`config.mk`:
```
export PLATFORM = sky130hd
export DESIGN_NAME = mul_arbiter_flat
export DESIGN_NICKNAME = d
export VERILOG_FILES = /design/src/rtl/mul_arbiter_if.sv /design/src/rtl/mul_arbiter.sv /design/src/flat_wrapper.sv
export SDC_FILE = /design/constraint.sdc
export NUM_CORES = 1
export LEC_CHECK = 0
export ABC_CLOCK_PERIOD_IN_PS = 3600
export CAP_MARGIN = 20
export CORE_AREA = 2 2 185 187
export CTS_CLUSTER_SIZE = 10
export DETAILED_ROUTE_END_ITERATION = 16
export DIE_AREA = 0 0 187 189
export PLACE_DENSITY = 0.48
export SLEW_MARGIN = 20
export SYNTH_ARGS = -nofsm -noshare
export SYNTH_HDL_FRONTEND = slang
export SYNTH_SLANG_ARGS = --single-unit
```
`constraint.sdc`:
```
create_clock -name clk -period 3.6 [get_ports clk]
set_clock_uncertainty 0.15 [all_clocks]
set_input_delay 0.72 -clock clk [delete_from_list [all_inputs] [get_ports clk]]
set_output_delay 0.72 -clock clk [all_outputs]
set_load 0.02 [all_outputs]
```
`src/rtl/mul_arbiter_if.sv`:
```
// Bundle of request, multiplier and response handshakes around mul_arbiter.
// The slave modport is the arbiter; the master modport is everything around it.
interface mul_arbiter_if #(
    parameter int NREQ = 4
);
    logic [NREQ-1:0]      req_valid;
    logic [NREQ-1:0]      req_ready;
    logic [NREQ*32-1:0]   req_a;
    logic [NREQ*32-1:0]   req_b;
    logic [NREQ-1:0]      req_signed;

    logic                 mul_valid_o;
    logic                 mul_ready_i;
    logic [31:0]          mul_a;
    logic [31:0]          mul_b;
    logic                 mul_signed;

    logic                 mul_valid_i;
    logic                 mul_ready_o;
    logic [63:0]          mul_result;

    logic [NREQ-1:0]      rsp_valid;
    logic [NREQ-1:0]      rsp_ready;
    logic [63:0]          rsp_data;

    logic                 busy;
    logic                 err;

    modport slave (
        input  req_valid, req_a, req_b, req_signed,
        input  mul_ready_i, mul_valid_i, mul_result, rsp_ready,
        output req_ready, mul_valid_o, mul_a, mul_b, mul_signed,
        output mul_ready_o, rsp_valid, rsp_data, busy, err
    );

    modport master (
        output req_valid, req_a, req_b, req_signed,
        output mul_ready_i, mul_valid_i, mul_result, rsp_ready,
        input  req_ready, mul_valid_o, mul_a, mul_b, mul_signed,
        input  mul_ready_o, rsp_valid, rsp_data, busy, err
    );
endinterface

```
`src/rtl/mul_arbiter.sv`:
```
// Round-robin front end sharing one pipelined multiplier among NREQ requesters;
// a tag FIFO remembers who issued each operation so results return in order.
module mul_arbiter #(
    parameter int NREQ  = 4,
    parameter int DEPTH = 8
) (
    input logic           clk,
    input logic           rst_n,
    mul_arbiter_if.slave  bus
);
    localparam int TW = (NREQ > 1) ? $clog2(NREQ) : 1;
    localparam int PW = (DEPTH > 1) ? $clog2(DEPTH) : 1;
    localparam int CW = PW + 1;

    logic [TW-1:0] rr_ptr;
    logic [TW-1:0] tag_mem [DEPTH];
    logic [PW-1:0] wr_ptr;
    logic [PW-1:0] rd_ptr;
    logic [CW-1:0] count;
    logic          err_q;

    logic [31:0]   a_arr [NREQ];
    logic [31:0]   b_arr [NREQ];

    logic          any_valid;
    logic [TW-1:0] grant_idx;
    logic [TW-1:0] next_rr;
    logic [TW-1:0] head;
    logic          full;
    logic          empty;
    logic          issue;
    logic          pop;

    genvar gi;
    generate
        for (gi = 0; gi < NREQ; gi++) begin : g_unpack
            assign a_arr[gi] = bus.req_a[32*gi +: 32];
            assign b_arr[gi] = bus.req_b[32*gi +: 32];
        end
    endgenerate

    // Search upward from rr_ptr with wrap; the first valid requester wins.
    always_comb begin
        int            cand;
        logic [TW-1:0] cand_idx;
        any_valid = 1'b0;
        grant_idx = '0;
        cand      = 0;
        cand_idx  = '0;
        for (int k = 0; k < NREQ; k++) begin
            cand     = (int'(rr_ptr) + k) % NREQ;
            cand_idx = TW'(cand);
            if (!any_valid && bus.req_valid[cand_idx]) begin
                any_valid = 1'b1;
                grant_idx = cand_idx;
            end
        end
    end

    assign next_rr = (grant_idx == TW'(NREQ - 1)) ? '0 : grant_idx + TW'(1);
    assign full    = (count == CW'(DEPTH));
    assign empty   = (count == '0);
    assign issue   = any_valid && bus.mul_ready_i && !full;
    assign head    = tag_mem[rd_ptr];
    assign pop     = bus.mul_valid_i && !empty && bus.rsp_ready[head];

    always_comb begin
        bus.req_ready   = '0;
        bus.mul_valid_o = issue;
        bus.mul_a       = '0;
        bus.mul_b       = '0;
        bus.mul_signed  = 1'b0;
        if (issue) begin
            bus.req_ready[grant_idx] = 1'b1;
            bus.mul_a                = a_arr[grant_idx];
            bus.mul_b                = b_arr[grant_idx];
            bus.mul_signed           = bus.req_signed[grant_idx];
        end
    end

    // With nothing outstanding every beat is accepted (and flagged as an error).
    always_comb begin
        bus.rsp_valid   = '0;
        bus.mul_ready_o = 1'b1;
        if (!empty) begin
            bus.mul_ready_o = bus.rsp_ready[head];
            if (bus.mul_valid_i) begin
                bus.rsp_valid[head] = 1'b1;
            end
        end
    end

    assign bus.rsp_data = bus.mul_result;
    assign bus.busy     = !empty;
    assign bus.err      = err_q;

    always_ff @(posedge clk) begin
        if (issue) begin
            tag_mem[wr_ptr] <= grant_idx;
        end
    end

    always_ff @(posedge clk) begin
        if (!rst_n) begin
            rr_ptr <= '0;
            wr_ptr <= '0;
            rd_ptr <= '0;
            count  <= '0;
            err_q  <= 1'b0;
        end else begin
            if (issue) begin
                wr_ptr <= wr_ptr + PW'(1);
                rr_ptr <= next_rr;
            end
            if (pop) begin
                rd_ptr <= rd_ptr + PW'(1);
            end
            if (bus.mul_valid_i && empty) begin
                err_q <= 1'b1;
            end
            case ({issue, pop})
                2'b10:   count <= count + CW'(1);
                2'b01:   count <= count - CW'(1);
                default: count <= count;
            endcase
        end
    end
endmodule

```
`src/flat_wrapper.sv`:
```
// flat-port wrapper written by rule: the top's interface ports become plain ports
module mul_arbiter_flat 
#(
    parameter int NREQ  = 4,
    parameter int DEPTH = 8
)
  (clk, rst_n, bus_req_valid, bus_req_a, bus_req_b, bus_req_signed, bus_mul_ready_i, bus_mul_valid_i, bus_mul_result, bus_rsp_ready, bus_req_ready, bus_mul_valid_o, bus_mul_a, bus_mul_b, bus_mul_signed, bus_mul_ready_o, bus_rsp_valid, bus_rsp_data, bus_busy, bus_err);
  mul_arbiter_if #(.NREQ(NREQ)) bus_i ();
  input logic clk;
  input logic rst_n;
  input wire logic [$bits(bus_i.req_valid)-1:0] bus_req_valid;
  input wire logic [$bits(bus_i.req_a)-1:0] bus_req_a;
  input wire logic [$bits(bus_i.req_b)-1:0] bus_req_b;
  input wire logic [$bits(bus_i.req_signed)-1:0] bus_req_signed;
  input wire logic [$bits(bus_i.mul_ready_i)-1:0] bus_mul_ready_i;
  input wire logic [$bits(bus_i.mul_valid_i)-1:0] bus_mul_valid_i;
  input wire logic [$bits(bus_i.mul_result)-1:0] bus_mul_result;
  input wire logic [$bits(bus_i.rsp_ready)-1:0] bus_rsp_ready;
  output wire logic [$bits(bus_i.req_ready)-1:0] bus_req_ready;
  output wire logic [$bits(bus_i.mul_valid_o)-1:0] bus_mul_valid_o;
  output wire logic [$bits(bus_i.mul_a)-1:0] bus_mul_a;
  output wire logic [$bits(bus_i.mul_b)-1:0] bus_mul_b;
  output wire logic [$bits(bus_i.mul_signed)-1:0] bus_mul_signed;
  output wire logic [$bits(bus_i.mul_ready_o)-1:0] bus_mul_ready_o;
  output wire logic [$bits(bus_i.rsp_valid)-1:0] bus_rsp_valid;
  output wire logic [$bits(bus_i.rsp_data)-1:0] bus_rsp_data;
  output wire logic [$bits(bus_i.busy)-1:0] bus_busy;
  output wire logic [$bits(bus_i.err)-1:0] bus_err;
  assign bus_i.req_valid = bus_req_valid;
  assign bus_i.req_a = bus_req_a;
  assign bus_i.req_b = bus_req_b;
  assign bus_i.req_signed = bus_req_signed;
  assign bus_i.mul_ready_i = bus_mul_ready_i;
  assign bus_i.mul_valid_i = bus_mul_valid_i;
  assign bus_i.mul_result = bus_mul_result;
  assign bus_i.rsp_ready = bus_rsp_ready;
  assign bus_req_ready = bus_i.req_ready;
  assign bus_mul_valid_o = bus_i.mul_valid_o;
  assign bus_mul_a = bus_i.mul_a;
  assign bus_mul_b = bus_i.mul_b;
  assign bus_mul_signed = bus_i.mul_signed;
  assign bus_mul_ready_o = bus_i.mul_ready_o;
  assign bus_rsp_valid = bus_i.rsp_valid;
  assign bus_rsp_data = bus_i.rsp_data;
  assign bus_busy = bus_i.busy;
  assign bus_err = bus_i.err;
  mul_arbiter #(.NREQ(NREQ), .DEPTH(DEPTH)) u_core (.clk(clk), .rst_n(rst_n), .bus(bus_i));
endmodule
```
Word level (Yosys, flattened, before mapping):

Memories as Yosys holds them, arrays and structs flattened. A register that Yosys moved wholly into a read port is not among the register bits.
Cells that the tools add are included.

* $add $sub $neg: 8
* multipliers: 0
* divide/modulo/power cells: 0
* $lt $le $gt $ge: 9
* equality and inequality tests: 4
* shifts and indexed selects: 0
* muxes and demuxes: 43
* bitwise gates (word level): 1
* reductions and logical operators: 17

Operators with widths (count)
* 32-bit 2-to-1 mux: 6
* 32-bit binary-select mux with 2-bit select: 2
* 2-bit by 3-bit less-than comparator with 1-bit output, second input constant: 6
* 1-bit 2-to-1 mux: 16
* 1-bit binary-select mux with 2-bit select: 6
* 4-bit 2-to-1 mux: 3
* 1-bit logical AND: 10
* 2-bit 2-to-1 mux: 5
* 4-bit case mux with 2 select lines: 1
* 3-bit by 1-bit adder with 3-bit output, second input constant: 2
* 3-bit 2-to-1 mux: 2
* 1-bit zero test: 5
* 2-bit by 1-bit adder with 2-bit output, second input constant: 2
* 2-bit adder, second input constant: 2
* 4-bit by 1-bit adder with 4-bit output, second input constant: 1
* 1-bit demux with 2-bit select: 2
* 2-bit == test, second input constant: 2
* 4-bit == test, second input constant: 1
* 2-bit by 1-bit >= comparator with 1-bit output, second input constant: 2
* 4-bit zero test: 1
* 4-bit by 1-bit subtractor with 4-bit output, second input constant: 1
* 3-bit >= comparator, second input constant: 1
* 2-bit NOT with 3-bit output: 1
* 2-bit by 1-bit == test with 1-bit output, second input constant: 1
* 2-bit nonzero test: 1

* flip-flop bits (word level): 13
* latch bits: 0
* bits in writable memories: 16
* ROM bits: 0
* input bits: 336
* output and inout bits: 141
* memories: 1

Memory list
* u_core.tag_mem: depth 8, bits a word 2, read ports 1, clocked after memory_dff 1, write ports 1, line mul_arbiter.sv:16 `logic [TW-1:0] tag_mem [DEPTH];`

Longest topological paths before layout:

* word-level depth: 17
* depth in mapped cells: 11
* depth with buffers taken out: 10

Least setup slack after synthesis:

No wires, ideal clock.

* path type: input -> output
* start: input port bus_req_valid[0]
* end: output port bus_mul_b[22]
* arrival: 2477 ps
* path slack: 253 ps
* stages: 8
* path buffers: 2
* cell sequence: a21oi_1 o21a_1 o22ai_1 inv_1 buf_2 buf_2 mux4_2 and2_1

* longest elaborated chain between the ends: 17

RTL lines
* start: declaration: line flat_wrapper.sv:11 `input wire logic [$bits(bus_i.req_valid)-1:0] bus_req_valid;`
* 1-bit binary-select mux with 2-bit select: line mul_arbiter.sv:53 `if (!any_valid && bus.req_valid[cand_idx]) begin`
* 1-bit 2-to-1 mux (not written as such): line mul_arbiter.sv:53
* 1-bit 2-to-1 mux: line mul_arbiter.sv:53
* 1-bit zero test: line mul_arbiter.sv:53
* 1-bit logical AND: line mul_arbiter.sv:53
* 1-bit 2-to-1 mux: line mul_arbiter.sv:53
* 1-bit zero test: line mul_arbiter.sv:53
* 1-bit logical AND: line mul_arbiter.sv:53
* 1-bit 2-to-1 mux: line mul_arbiter.sv:53
* 1-bit zero test: line mul_arbiter.sv:53
* 1-bit logical AND: line mul_arbiter.sv:53
* 2-bit 2-to-1 mux *: line mul_arbiter.sv:53
* named net u_core.grant_idx[1]: line mul_arbiter.sv:26 `logic [TW-1:0] grant_idx;`
* 2-bit NOT with 3-bit output (not written as such) *: line mul_arbiter.sv:76 `bus.mul_b = b_arr[grant_idx];`
* 32-bit binary-select mux with 2-bit select *: line mul_arbiter.sv:76
* 32-bit 2-to-1 mux (not written as such) * (2 in a row): line mul_arbiter.sv:76
* 32-bit 2-to-1 mux *: line mul_arbiter.sv:73 `if (issue) begin`
* end: declaration: line flat_wrapper.sv:22 `output wire logic [$bits(bus_i.mul_b)-1:0] bus_mul_b;`

Mark *: on every way through the listed nets, which the timed path passes. The rest lies on a longest branch. The select of a mux whose other input is x is not followed.

Worst setup path after layout:

* start: input port bus_req_valid[1]
* end: output port bus_mul_a[23]

* longest elaborated chain between the ends: 17

RTL lines
* 1-bit binary-select mux with 2-bit select: line mul_arbiter.sv:53
* 1-bit 2-to-1 mux (not written as such): line mul_arbiter.sv:53
* 1-bit 2-to-1 mux: line mul_arbiter.sv:53
* 1-bit zero test: line mul_arbiter.sv:53
* 1-bit logical AND: line mul_arbiter.sv:53
* 1-bit 2-to-1 mux: line mul_arbiter.sv:53
* 1-bit zero test: line mul_arbiter.sv:53
* 1-bit logical AND: line mul_arbiter.sv:53
* 1-bit 2-to-1 mux: line mul_arbiter.sv:53
* 1-bit zero test: line mul_arbiter.sv:53
* 1-bit logical AND: line mul_arbiter.sv:53
* 2-bit 2-to-1 mux: line mul_arbiter.sv:53
* 2-bit NOT with 3-bit output (not written as such): line mul_arbiter.sv:75 `bus.mul_a = a_arr[grant_idx];`
* 32-bit binary-select mux with 2-bit select: line mul_arbiter.sv:75
* 32-bit 2-to-1 mux (not written as such) (2 in a row): line mul_arbiter.sv:75
* 32-bit 2-to-1 mux *: line mul_arbiter.sv:73
* end: declaration: line flat_wrapper.sv:21 `output wire logic [$bits(bus_i.mul_a)-1:0] bus_mul_a;`

Mark *: on every way between the ends. The rest lies on a longest branch, timed or not. The select of a mux whose other input is x is not followed.

==> impl_metrics.json <==
{
  "yosys_register_bits": 32,
  "arrival_ns": 2.65,
  "fp-row-count": 67,
  "grt_usage": 0.110,
  "end_kind": "primary output",
  "vias": 4120,
  "startpoint_type": "input port",
  "grt_pass1_vias": 4665,
  "tightest_slew_ns": 0.697,
  "io_buffers": 348,
  "coreArea_um2": 33300,
  "synth.distinct_cells": 32,
  "cts_hold_buf": 0,
  "dp_hpwl_mm": 16.9,
  "max_stage_delay_ns": 0.40,
  "p_clk_frac": 0.156,
  "netSwitchingFraction": 0.357,
  "final_cell_area_um2": 8080,
  "cts_made_buffers": 5,
  "irDropWorstVdd_v": 0.000235,
  "min_path_type": "reg -> reg",
  "yosysSeqAreaShare": 0.199,
  "synth_edf_count": 16,
  "insertion_delay_ns": 0.28,
  "synth_area_per_cell_um2": 11.2,
  "p_leak_uw": 0.00302,
  "post_drt_via_cell_ratio": 3.65,
  "drt_wl_total_mm": 20.6,
  "syn_to_final_growth_pct": 100,
  "yosys.area.top_type": "mux4_2",
  "grt_pass1_wl_mm": 29.2,
  "grt_overflow": 0,
  "start_util": 0.121,
  "syn_nets": 704,
  "synthTopCellsByArea": "mux4_2 (39%), buf_4 (12%), edfxtp_1 (12%)",
  "cap_violations": 0,
  "fmax_mhz": 284,
  "powerDensity_nw_per_um2": 320,
  "p_comb_frac": 0.656,
  "min_period_ns": 3.52,
  "die_w_um": 187,
  "route.detailed.drc": 0,
  "critPathSlowestCell": "mux4_2",
  "routabilityCongestion": 0.834,
  "finalSetupViolations": 0,
  "hold_ws_ns": 0.315,
  "syn_area_um2": 4030,
  "slew_violations": 0,
  "path_max_fanout": 6,
  "synthArstFlopShare": 0,
  "first_iter_violations": 142,
  "p_sw_uw": 923,
  "rr_worst_depth": 9,
  "post-synth-top-area-fraction": 0.385,
  "cts_tree": "yes",
  "synth_common_cells": "and2_1 (69), mux4_2 (69), buf_4 (65), nor2_1 (19)",
  "die_h_um": 189,
  "period_share": 0.978,
  "status": "finished clean",
  "critPathKind": "in -> out",
  "cp.required_ns": 2.73,
  "drive_above_1_share": 0.299,
  "synth_ff_type": "edfxtp_1",
  "cts_root_buffer": "clkbuf_16",
  "hold_depth": 2,
  "seq_power_share": 0.188,
  "grt_start_max_net_pins": 57,
  "postRouteAntennaNets": 0,
  "cts_max_path_buffers": 2,
  "antenna_found_initial": 2,
  "routedWlPerCell_um": 18.3,
  "slew_headroom": 0.531,
  "io_pins": 477,
  "die_area_um2": 35300,
  "fin_nets": 1021,
  "hold_violations": 0,
  "postSynthCellCount": 360,
  "internal_power_uw": 1660,
  "cts.clk_slew.worst_paths_ns": 0.05,
  "crit_chain": "dlygate4sd2_1, a21oi_2, o21a_1, o22ai_1, buf_6, inv_12, buf_12, clkbuf_16, mux4_2, and2_1, buf_2",
  "drt_pass1_iterations": 4,
  "h-tree-depth": 2,
  "numClockSinks": 32,
  "post_dp_cell_area_um2": 7820,
  "ys_warn_count": 0
}
[state kept, by name, summed over array words and instances, names as in the netlist, named ones only]
register        count
u_core.rr_ptr       2
u_core.rd_ptr       3
u_core.bus.err      1
u_core.wr_ptr       3
u_core.tag_mem     16
u_core.count        4
[cell families (layout without fill, tap and decap cells)]
family                     after synthesis  after routing  synth area share
xor gates and xnor gates                 7              7            0.0152
muxes                                   81             81             0.417
buffers and inverters                   98            416             0.154
DFF                                     32             32             0.199
AOI/OAI and AO/OA                       13             13            0.0192
other                                    0              2                 0
and+or+nand+nor                        121            121             0.171
adders and majority gates                8              8            0.0248
[per-stage QoR]
stage	worst slack (ns)	total power, uW	util	std cells	TNS [ns]
global route	-0.0154	2740	0.243	1126	-0.0777
detailed placement	-0.684	2170	0.235	1100	-40.74
global placement	-0.708	2170	0.235	1100	-42.27
floorplan	0.253	1430	-	360	0
CTS	-0.0563	2610	0.243	1123	-0.0563
finish	0.0792	2580	0.243	1128	0
[layer usage]
layer,track usage,share of wire
met1,0.124,0.39
met2,0.194,0.50
met3,0.0482,0.11
met4,0.0192,0.0073
met5,0,0
[path summary, 6_finish.rpt]
check,from,end,slack [ns]
worst max-delay path,bus_req_valid[1],bus_mul_a[23],0.08
worst min-delay path,u_core.bus.err$_SDFFE_PN0P_,u_core.bus.err$_SDFFE_PN0P_,0.32
worst max register to register,flop,u_core.count[3]$_SDFFE_PN0P_,0.41
worst min register to register,u_core.bus.err$_SDFFE_PN0P_,u_core.bus.err$_SDFFE_PN0P_,0.32
[layout make-up]
type | count | area (um2)
Clock buffer | 5 | 125
Sequential cell | 32 | 801
Timing Repair Buffer | 399 | 3890
Clock inverter | 3 | 18.8
Multi-Input combinational cell | 230 | 2630
Fill cell | 3613 | 25200
Tap cell | 448 | 561
Antenna cell | 2 | 5.00
Inverter | 8 | 42.5
Timing Repair inverter | 1 | 8.76
[worst max-delay path: cells and delay by family]
family,cells,cell delay (ns)
buffers and inverters,6,0.96
muxes,1,0.40
AOI/OAI and AO/OA,3,0.37
and+or+nand+nor,1,0.17
[power groups by stage]
stage	registers (uW)	clock network [uW]	logic [uW]
2_1_floorplan	478	0	956
5_1_grt	490	428	1820
3_5_place_dp	492	0	1680
6_report	485	404	1700
3_3_place_gp	491	0	1680
4_1_cts	485	414	1710
[cells in the final DEF (no fill, tap or decap), drive strengths merged, types with 2 or more instances in the layout]
cell	synthesis	routed
xnor2	3	3
a21oi	8	8
ha	8	8
dlygate4sd2	0	6
diode	0	2
nor3	5	5
nor4	3	3
nor2	19	19
dfxtp	16	16
nor4b	2	2
clkdlybuf4s15	0	19
edfxtp	16	16
inv	8	9
and2	69	69
nor3b	2	2
clkbuf	15	16
nand2	10	10
clkdlybuf4s50	0	274
mux2	5	5
nand3	2	2
mux2i	7	7
xor2	4	4
nand2b	6	6
buf	75	88
clkinvlp	0	2
mux4	69	69
nor2b	2	2
[repair_timing]
item,CTS,global route
pin swaps,2,1
gates cloned,1,3
gates resized for setup,237,34
setup buffers,14,0
setup endpoints to repair,71,58
No activity file was read; power rests on OpenSTA's default activity.
